## src/rtl/tt_pad_ctrl_seq.sv

```systemverilog
// Per-pad control sequencer: serial config shadow/active, break-before-make OE turnaround,
// synchronised and glitch-filtered pad input with edge pulse. Pad controls are registered (1 cycle).
module tt_pad_ctrl_seq #(
  parameter int         SYNC_STAGES = 2,
  parameter int         TURN_CYC    = 2,
  parameter int         FILT_MAX    = 8,
  parameter logic [7:0] RST_CFG     = 8'h02
) (
  input  logic clk,
  input  logic rst_n,
  input  logic cfg_shift_en,
  input  logic cfg_sdi,
  output logic cfg_sdo,
  input  logic cfg_load,
  output logic busy,
  input  logic out_data,
  output logic in_data,
  output logic in_edge,
  input  logic pad_y,
  output logic pad_a,
  output logic pad_oe,
  output logic pad_ie,
  output logic pad_sl,
  output logic pad_cs,
  output logic pad_pd,
  output logic pad_pu
);

  localparam int CW = $clog2(FILT_MAX + 1);
  localparam int TW = (TURN_CYC > 1) ? $clog2(TURN_CYC) : 1;

  typedef enum logic [1:0] {IDLE, OE_OFF, TURN, APPLY} state_t;

  state_t                 state, state_nxt;
  logic [TW-1:0]          cnt, cnt_nxt;
  logic [7:0]             shadow, active, pending;
  logic [SYNC_STAGES-1:0] sync_q;
  logic                   s;
  logic [CW-1:0]          fcnt, fcnt_nxt, filt_len;
  logic                   in_data_nxt;
  logic                   accept, dir_change, drive_ok;

  assign accept     = cfg_load & (state == IDLE);
  assign dir_change = accept & (shadow[0] != active[0]);
  // OE and A drop at the very edge a direction change is accepted.
  assign drive_ok   = active[0] & (state == IDLE) & ~dir_change;
  assign busy       = (state != IDLE);
  assign cfg_sdo    = shadow[7];
  assign s          = sync_q[SYNC_STAGES-1];

  always_comb begin
    state_nxt = state;
    cnt_nxt   = cnt;
    case (state)
      IDLE:   if (dir_change) state_nxt = OE_OFF;
      OE_OFF: begin
        state_nxt = TURN;
        cnt_nxt   = TW'(TURN_CYC - 1);
      end
      TURN:   if (cnt == '0) state_nxt = APPLY;
              else cnt_nxt = cnt - TW'(1);
      APPLY:  state_nxt = IDLE;
      default: state_nxt = IDLE;
    endcase
  end

  always_ff @(posedge clk or negedge rst_n) begin
    if (!rst_n) begin
      state   <= IDLE;
      cnt     <= '0;
      shadow  <= '0;
      active  <= RST_CFG;
      pending <= '0;
    end else begin
      state <= state_nxt;
      cnt   <= cnt_nxt;
      if (cfg_shift_en) shadow <= {shadow[6:0], cfg_sdi};
      if (accept) pending <= shadow;
      if (accept && !dir_change) active <= shadow;
      else if (state == APPLY) active <= pending;
    end
  end

  always_comb begin
    case (active[7:6])
      2'd0:    filt_len = '0;
      2'd1:    filt_len = CW'(2);
      2'd2:    filt_len = CW'(4);
      default: filt_len = CW'(FILT_MAX);
    endcase
  end

  always_comb begin
    in_data_nxt = in_data;
    fcnt_nxt    = fcnt;
    if (!active[1]) begin
      fcnt_nxt = '0;
    end else if (filt_len == '0) begin
      in_data_nxt = s;
      fcnt_nxt    = '0;
    end else if (s == in_data) begin
      fcnt_nxt = '0;
    end else if (fcnt >= filt_len - CW'(1)) begin
      in_data_nxt = s;
      fcnt_nxt    = '0;
    end else if (fcnt != CW'(FILT_MAX)) begin
      fcnt_nxt = fcnt + CW'(1);
    end
    // A new filter length must not inherit a count from the old one.
    if (state == APPLY) fcnt_nxt = '0;
  end

  always_ff @(posedge clk or negedge rst_n) begin
    if (!rst_n) begin
      sync_q  <= '0;
      fcnt    <= '0;
      in_data <= 1'b0;
      in_edge <= 1'b0;
    end else begin
      sync_q  <= {sync_q[SYNC_STAGES-2:0], pad_y};
      fcnt    <= fcnt_nxt;
      in_data <= in_data_nxt;
      in_edge <= in_data_nxt ^ in_data;
    end
  end

  always_ff @(posedge clk or negedge rst_n) begin
    if (!rst_n) begin
      pad_a  <= 1'b0;
      pad_oe <= 1'b0;
      pad_ie <= RST_CFG[1];
      pad_sl <= RST_CFG[2];
      pad_cs <= RST_CFG[3];
      pad_pd <= RST_CFG[4];
      pad_pu <= RST_CFG[5];
    end else begin
      pad_a  <= drive_ok & out_data;
      pad_oe <= drive_ok;
      pad_ie <= active[1];
      pad_sl <= active[2];
      pad_cs <= active[3];
      pad_pd <= active[4];
      pad_pu <= active[5];
    end
  end

endmodule
```

## config.mk

```make
export PLATFORM = sky130hd
export DESIGN_NAME = tt_pad_ctrl_seq
export DESIGN_NICKNAME = d
export VERILOG_FILES = /design/src/rtl/tt_pad_ctrl_seq.sv
export SDC_FILE = /design/constraint.sdc
export NUM_CORES = 1
export LEC_CHECK = 0
export ABC_AREA = 1
export CAP_MARGIN = 20
export CORE_MARGIN = 5
export CORE_UTILIZATION = 50
export DETAILED_ROUTE_END_ITERATION = 8
export PLACE_DENSITY = 0.79
export SLEW_MARGIN = 0
export SYNTH_ARGS = -nofsm -noshare
export SYNTH_HDL_FRONTEND = slang
export SYNTH_SLANG_ARGS = --single-unit
```

## constraint.sdc

```tcl
create_clock -name clk -period 1.6 [get_ports clk]
set_clock_uncertainty 0.15 [all_clocks]
set_input_delay 0.24 -clock clk [delete_from_list [all_inputs] [get_ports clk]]
set_output_delay 0.24 -clock clk [all_outputs]
set_load 0.005 [all_outputs]
```

## Yosys cells after proc, flatten, opt, wreduce, memory -nomap -nowiden

Index checks and enable logic that the tools add are counted.
Widths: inputs -> output; s select.

- Flip-flop bits (word level): 42
- Output and inout port bits: 11
- Logic and storage cells: 65
- Input port bits: 7

- $add $sub $neg: 3
- Bitwise operators: 7
- Reductions and logical operators: 9
- Order comparisons: 1
- Muxes and demuxes: 18
- Eq/ne operators: 11

Operators with widths:

| cell | number |
|---|---|
| $mux 4 | 6 |
| $mux 8 | 2 |
| $pmux 4 s3 | 1 |
| $pmux 2 s4 | 1 |
| $eq 2x2->1 const B | 3 |
| $ne 6x1->1 const B | 1 |
| $reduce_bool 2->1 | 3 |
| $and 1x1->1 | 5 |
| $mux 1 | 5 |
| $add 4x1->4 const B | 1 |
| $eq 2x1->1 const B | 2 |
| $ge 4x4->1 | 1 |
| $logic_not 2->1 | 2 |
| $logic_not 4->1 | 1 |
| $mux 2 | 2 |
| $ne 2x2->1 const B | 2 |
| $ne 4x4->1 const B | 1 |
| $sub 4x1->4 const B | 1 |
| $pmux 1 s2 | 1 |
| $reduce_and 2->1 | 1 |
| $eq 1x1->1 | 1 |
| $logic_and 1x1->1 | 1 |
| $logic_not 1->1 | 1 |
| $ne 1x1->1 | 1 |
| other kinds (3) | 3 |

## Logic depth before layout (Yosys ltp)

- Word-level depth: 9
- Depth in mapped cells: 11
- Mapped depth without buffers: 11

## Worst setup path after synthesis

No wires, ideal clock.

- Kind: register -> register
- Start: reg active[6]
- End: reg fcnt[0]
- Clock period less this slack: 1.583 ns
- Path buffers: 0
- Cell stages (with the launch flop): 11
- Setup slack: 0.017 ns
- Data required time: 1.330 ns
- Library setup time: 0.120 ns
- Data arrival time: 1.313 ns
- Path through: dfrtp_1 -> inv_1 -> ha_1 -> ha_1 -> nand2_1 -> inv_1 -> nand2_1 -> nand2_1 -> inv_1 -> nand2_1 -> nor2_1

- Cells in the longest elaborated chain, start to end: 9
- Elaborated cells between the ends (all ways): 13
- Classes of those cells: add/sub: 1; order compare: 1; eq/ne: 3; mux: 6; reduce/logical: 2

Ends and longest elaborated chain:

| what | line | RTL |
|---|---|---|
| from (decl) | 36 | `logic [7:0] shadow, active, pending;` |
| from (signal assigned) | 79 | `if (accept && !dir_change) active <= shadow;` |
| from (signal assigned) | 80 | `else if (state == APPLY) active <= pending;` |
| $eq 2x2->1, or another cell as far along | 85 | `case (active[7:6])` |
| $pmux 4 s3 (*) | 85 |  |
| $sub 4x1->4 | 103 | `end else if (fcnt >= filt_len - CW'(1)) begin` |
| $ge 4x4->1 | 103 |  |
| $mux 4 | 103 |  |
| $mux 4 | 101 | `end else if (s == in_data) begin` |
| $mux 4 | 98 | `end else if (filt_len == '0) begin` |
| $mux 4 | 96 | `if (!active[1]) begin` |
| $mux 4 | 110 | `if (state == APPLY) fcnt_nxt = '0;` |
| to (signal assigned) | 121 | `fcnt <= fcnt_nxt;` |
| to (decl) | 39 | `logic [CW-1:0] fcnt, fcnt_nxt, filt_len;` |

Every way passes the cells marked *; elsewhere a longest branch is shown, timed or not.
A chain may end at the register's enable or synchronous reset.

## Worst setup path after layout

- Start: reg active[6]
- End: reg fcnt[3]

The elaborated chain is that of the path after synthesis.

==> results.rst <==
.. list-table::
   :header-rows: 1

   * - Metric
     - Value
   * - Status
     - finished, violations left
   * - Violated checks
     - setup timing
   * - Fmax
     - just over 600 MHz
   * - Flop pwr share
     - 0.384
   * - Count of state elements after synthesis
     - 42
   * - Startpoint-to-endpoint class of the critical path
     - flip-flop to flip-flop
   * - Syn Nets
     - ~220
   * - Power Internal
     - ~2.7 mW
   * - Cell with the largest stage delay on the worst path
     - sky130_fd_sc_hd__dfrtp_1
   * - Setup TNS
     - -0.127 ns
   * - Die outline area
     - 0.00505 mm²
   * - RSZ-0062 raised after global routing
     - true
   * - Switching share of power
     - 0.326
   * - Share of async-settable or async-resettable flops after synthesis
     - 1.00
   * - 1st-pass router iterations
     - 4
   * - # setup viols final
     - 5
   * - Reg area
     - roughly 0.0011 mm²
   * - Most common cell in the synthesized netlist
     - sky130_fd_sc_hd__nand2_1
   * - Global-route wire length before repair
     - roughly 6 mm
   * - Adder-cell share of the synthesized area
     - 0.0739
   * - Number of buffers created by CTS
     - 5
   * - Number of failing hold endpoints at the final stage
     - 0
   * - Top-Level Pins
     - 18
   * - Antenna violations before repair
     - 0
   * - Number of port buffers
     - 17
   * - Count of H-tree levels built during CTS
     - 2
   * - Cells traversed along the worst timing path
     - inv_2 > ha_4 > ha_4 > nand2_2 > inv_2 > nand2_2 > nand2_2 > inv_2 > nand2_4 > nor2_1
   * - Combinational family with the most area after synthesis
     - simple AND/OR/NAND/NOR gates
   * - Peak per-stage delay on the critical path
     - between 0.4 and 0.5 ns
   * - Grt met2 use
     - 0.243
   * - Routability congestion estimate from global placement
     - between 0.8 and 0.9
   * - Startpoint Class
     - flip-flop
   * - Final worst-path cycle share
     - 1.02
   * - Largest area contributor in the synthesized netlist
     - sky130_fd_sc_hd__dfrtp_1
   * - Grt met3 use
     - 0.0511
   * - Post-route worst setup slack
     - -0.0386 ns
   * - Row count
     - 22
   * - Average cell area after synthesis
     - between 9 and 10 µm²
   * - Starting density of the core
     - 0.513
   * - Max_slew headroom
     - 0.724
   * - Power spent charging and discharging nets
     - around 1.3 mW
   * - Global-route usage over all layers
     - 0.152
   * - Leakage power summed over all cells
     - roughly 1.2 nW
   * - CTS tree
     - built
   * - Via count of the first global-routing pass
     - 1,346
   * - Data arrival time at the worst-slack endpoint
     - between 1.5 and 2 ns
   * - Worst slack after detailed placement
     - -0.106 ns
   * - Fraction of final layout cells with drive strength greater than 1
     - 0.236
   * - Dominant register cell in the synthesized netlist
     - sky130_fd_sc_hd__dfrtp_1
   * - Worst Path Max Fanout
     - 4
   * - DIE HEIGHT
     - slightly above 70 µm
   * - Commonest cells in the synthesized netlist
     - sky130_fd_sc_hd__nand2_1, sky130_fd_sc_hd__dfrtp_1, sky130_fd_sc_hd__nand3_1, sky130_fd_sc_hd__inv_1, sky130_fd_sc_hd__o21ai_0
   * - Area of the multi-input gates
     - around 750 µm²
   * - PwrDens
     - about 1700 mW/mm²
   * - Remaining number of nets flagged by the antenna check after routing
     - 0
   * - Synth Warn #
     - 0
   * - Synth Area in XOR/XNOR
     - 0.0188
   * - Antenna diode count
     - 0
   * - Largest net degree at the start of global routing
     - 26
   * - Shortest period the worst path allows
     - 1.64 ns
   * - Global route total overflow
     - 0
   * - Clock tree root buffer cell
     - sky130_fd_sc_hd__clkbuf_8
   * - Share of the yosys chip area belonging to registers
     - 0.565
   * - Placeable core region
     - between 0.003 and 0.004 mm²
   * - FILL cells
     - 284
   * - Yosys top cell area share
     - 0.537
   * - Combinational Power Share
     - 0.372
   * - Clock network power share
     - 0.244
   * - Growth of design area from synthesis to finish
     - 29.1%
   * - Cell area after synthesis
     - about 0.0019 mm²
   * - M1 GR Usage
     - 0.183
   * - Net count of the finished layout
     - around 250
   * - Element type at the critical path end
     - flip-flop
   * - Most crowded layer after global routing
     - met2
   * - Number of instances in the synthesized netlist
     - 200
   * - Max-cap violations
     - 0
   * - Drt initial violations
     - 59
   * - Classification of the worst-slack hold path
     - flip-flop to flip-flop
   * - Max Buffers Root-to-Sink
     - 2
   * - Area contributors post-synth
     - sky130_fd_sc_hd__dfrtp_1, sky130_fd_sc_hd__nand2_1, sky130_fd_sc_hd__ha_1, sky130_fd_sc_hd__nand3_1, sky130_fd_sc_hd__inv_1
   * - Post-synthesis compound-gate area fraction
     - 0.0524
   * - Routed len/inst
     - roughly 12 µm
   * - Drt via density
     - 4.88
   * - Width of the chip
     - between 70 and 80 µm
   * - Distinct cell type count after synthesis
     - 21
   * - DRC viols
     - 0
   * - Multiplexer area fraction after synthesis
     - 0
   * - Clock transition at path regs
     - about 0.08 ns
   * - Number of slew-limit violations in the final report
     - 0
   * - Crit path required time
     - about 1.6 ns
   * - Number of sinks on the clock net
     - 42
   * - Count of flip-flops with a built-in enable after synthesis
     - 0
   * - Highest ir drop seen on vdd
     - about 0.00086 V
   * - Via count
     - between 1,000 and 1,500
   * - Simple logic cell fraction of the synthesized area
     - 0.215
   * - Clock Latency Late Sink
     - roughly 0.29 ns
   * - Worst-margin pin slew
     - ~0.41 ns
   * - Final WL
     - between 3 and 4 mm
   * - DP Wirelength
     - 2.34 mm
[cell families after synthesis]
family / count (synthesis)
compound gates: 19
fa+ha+maj: 11
flops: 42
xor+xnor: 4
buf+inv: 32
simple gates: 92
[cells in the final DEF, fill, tap and decap left out]
cell type                          n
sky130_fd_sc_hd__dfstp_2           2
sky130_fd_sc_hd__o21ai_1           1
sky130_fd_sc_hd__buf_4            14
sky130_fd_sc_hd__bufinv_16         2
sky130_fd_sc_hd__nor2_1            6
sky130_fd_sc_hd__ha_2              1
sky130_fd_sc_hd__buf_2             1
sky130_fd_sc_hd__nand2_2           7
sky130_fd_sc_hd__nand3b_1          1
sky130_fd_sc_hd__clkinv_4          1
sky130_fd_sc_hd__nor2_4            1
sky130_fd_sc_hd__buf_12            1
sky130_fd_sc_hd__inv_2            10
sky130_fd_sc_hd__dfrtp_1          40
sky130_fd_sc_hd__xnor2_1           1
sky130_fd_sc_hd__nand3_1          27
sky130_fd_sc_hd__o21ai_0          15
sky130_fd_sc_hd__dlygate4sd3_1     1
sky130_fd_sc_hd__nand2_4           2
sky130_fd_sc_hd__a21boi_0          1
sky130_fd_sc_hd__inv_1            17
sky130_fd_sc_hd__ha_1              6
sky130_fd_sc_hd__ha_4              4
sky130_fd_sc_hd__or2_2             1
sky130_fd_sc_hd__clkbuf_2          1
sky130_fd_sc_hd__nand2_1          45
sky130_fd_sc_hd__clkinv_2          1
sky130_fd_sc_hd__nor2_2            2
sky130_fd_sc_hd__clkdlybuf4s50_1  14
sky130_fd_sc_hd__clkbuf_8          5
sky130_fd_sc_hd__a21oi_1           2
sky130_fd_sc_hd__xor2_1            3
sky130_fd_sc_hd__dlygate4sd2_1     1
[layer usage]
layer	share of wire	vias to the layer above	routed length [µm]
li1	-	697	-
met1	0.43	670	1520
met2	0.51	18	1800
met3	0.036	7	126
met4	0.018	0	62
met5	0	-	0
[flip-flops by register name, indices dropped and copies added (netlist names), 2 cells and up]
signal	cells
active	8
state	2
pending	8
sync_q	2
fcnt	4
shadow	8
[final cells by class]
class | count | area share
timing repair buffer | 33 | 0.122
sequential | 42 | 0.438
clock inverter | 3 | 0.0286
multi-input combinational | 126 | 0.313
inverter | 28 | 0.0442
tap | 48 | 0.0250
clock buffer | 5 | 0.0286
[metrics by stage]
step	std cells	hold slack, ns	instance area, µm²	power, mW	util
final	285	0.205	2400	4.07	0.662
after global routing	285	0.214	2400	4.39	0.662
after CTS	282	0.209	2320	3.95	0.639
after detailed placement	270	0.0433	2140	2.85	0.588
after global placement	270	0.0461	2140	2.78	0.588
after floorplan	200	-0.206	1860	2.33	-
[path summary, 6_finish.rpt]
check	startpoint	end	slack (ns)	cells past startpoint
worst max-delay path	active[6]	fcnt[3]	-0.04	10
worst min-delay path	sync_q[0]	sync_q[1]	0.21	0
min in group asynchronous	rst_n	fcnt[1]	0.25	2
max in group asynchronous	rst_n	shadow[2]	0.58	3
worst min register to register	sync_q[0]	sync_q[1]	0.21	0
worst max register to register	active[6]	fcnt[3]	-0.04	10
[power groups by stage]
stage	clock network, mW	registers, mW	logic (mW)
after floorplan	0	1.56	0.773
after global placement	0	1.57	1.21
after detailed placement	0	1.58	1.27
after CTS	1.01	1.56	1.38
after global routing	1.07	1.60	1.72
final	0.993	1.56	1.52
[worst max-delay path, delay by kind of cell, from the launching register on]
family	cells	cell delay (ns)
buffers and inverters	3	0.18
DFF	1	0.41
and+or+nand+nor	5	0.32
adders and majority gates	2	0.47
[what timing repair did]
action,CTS,global route
pin swaps,7,7
endpoints found under the hold margin,15,0
hold buffers,1,0
resized for setup,11,17
setup buffers,3,3
setup endpoints to repair,10,8
(Power assumes the default switching activity.)
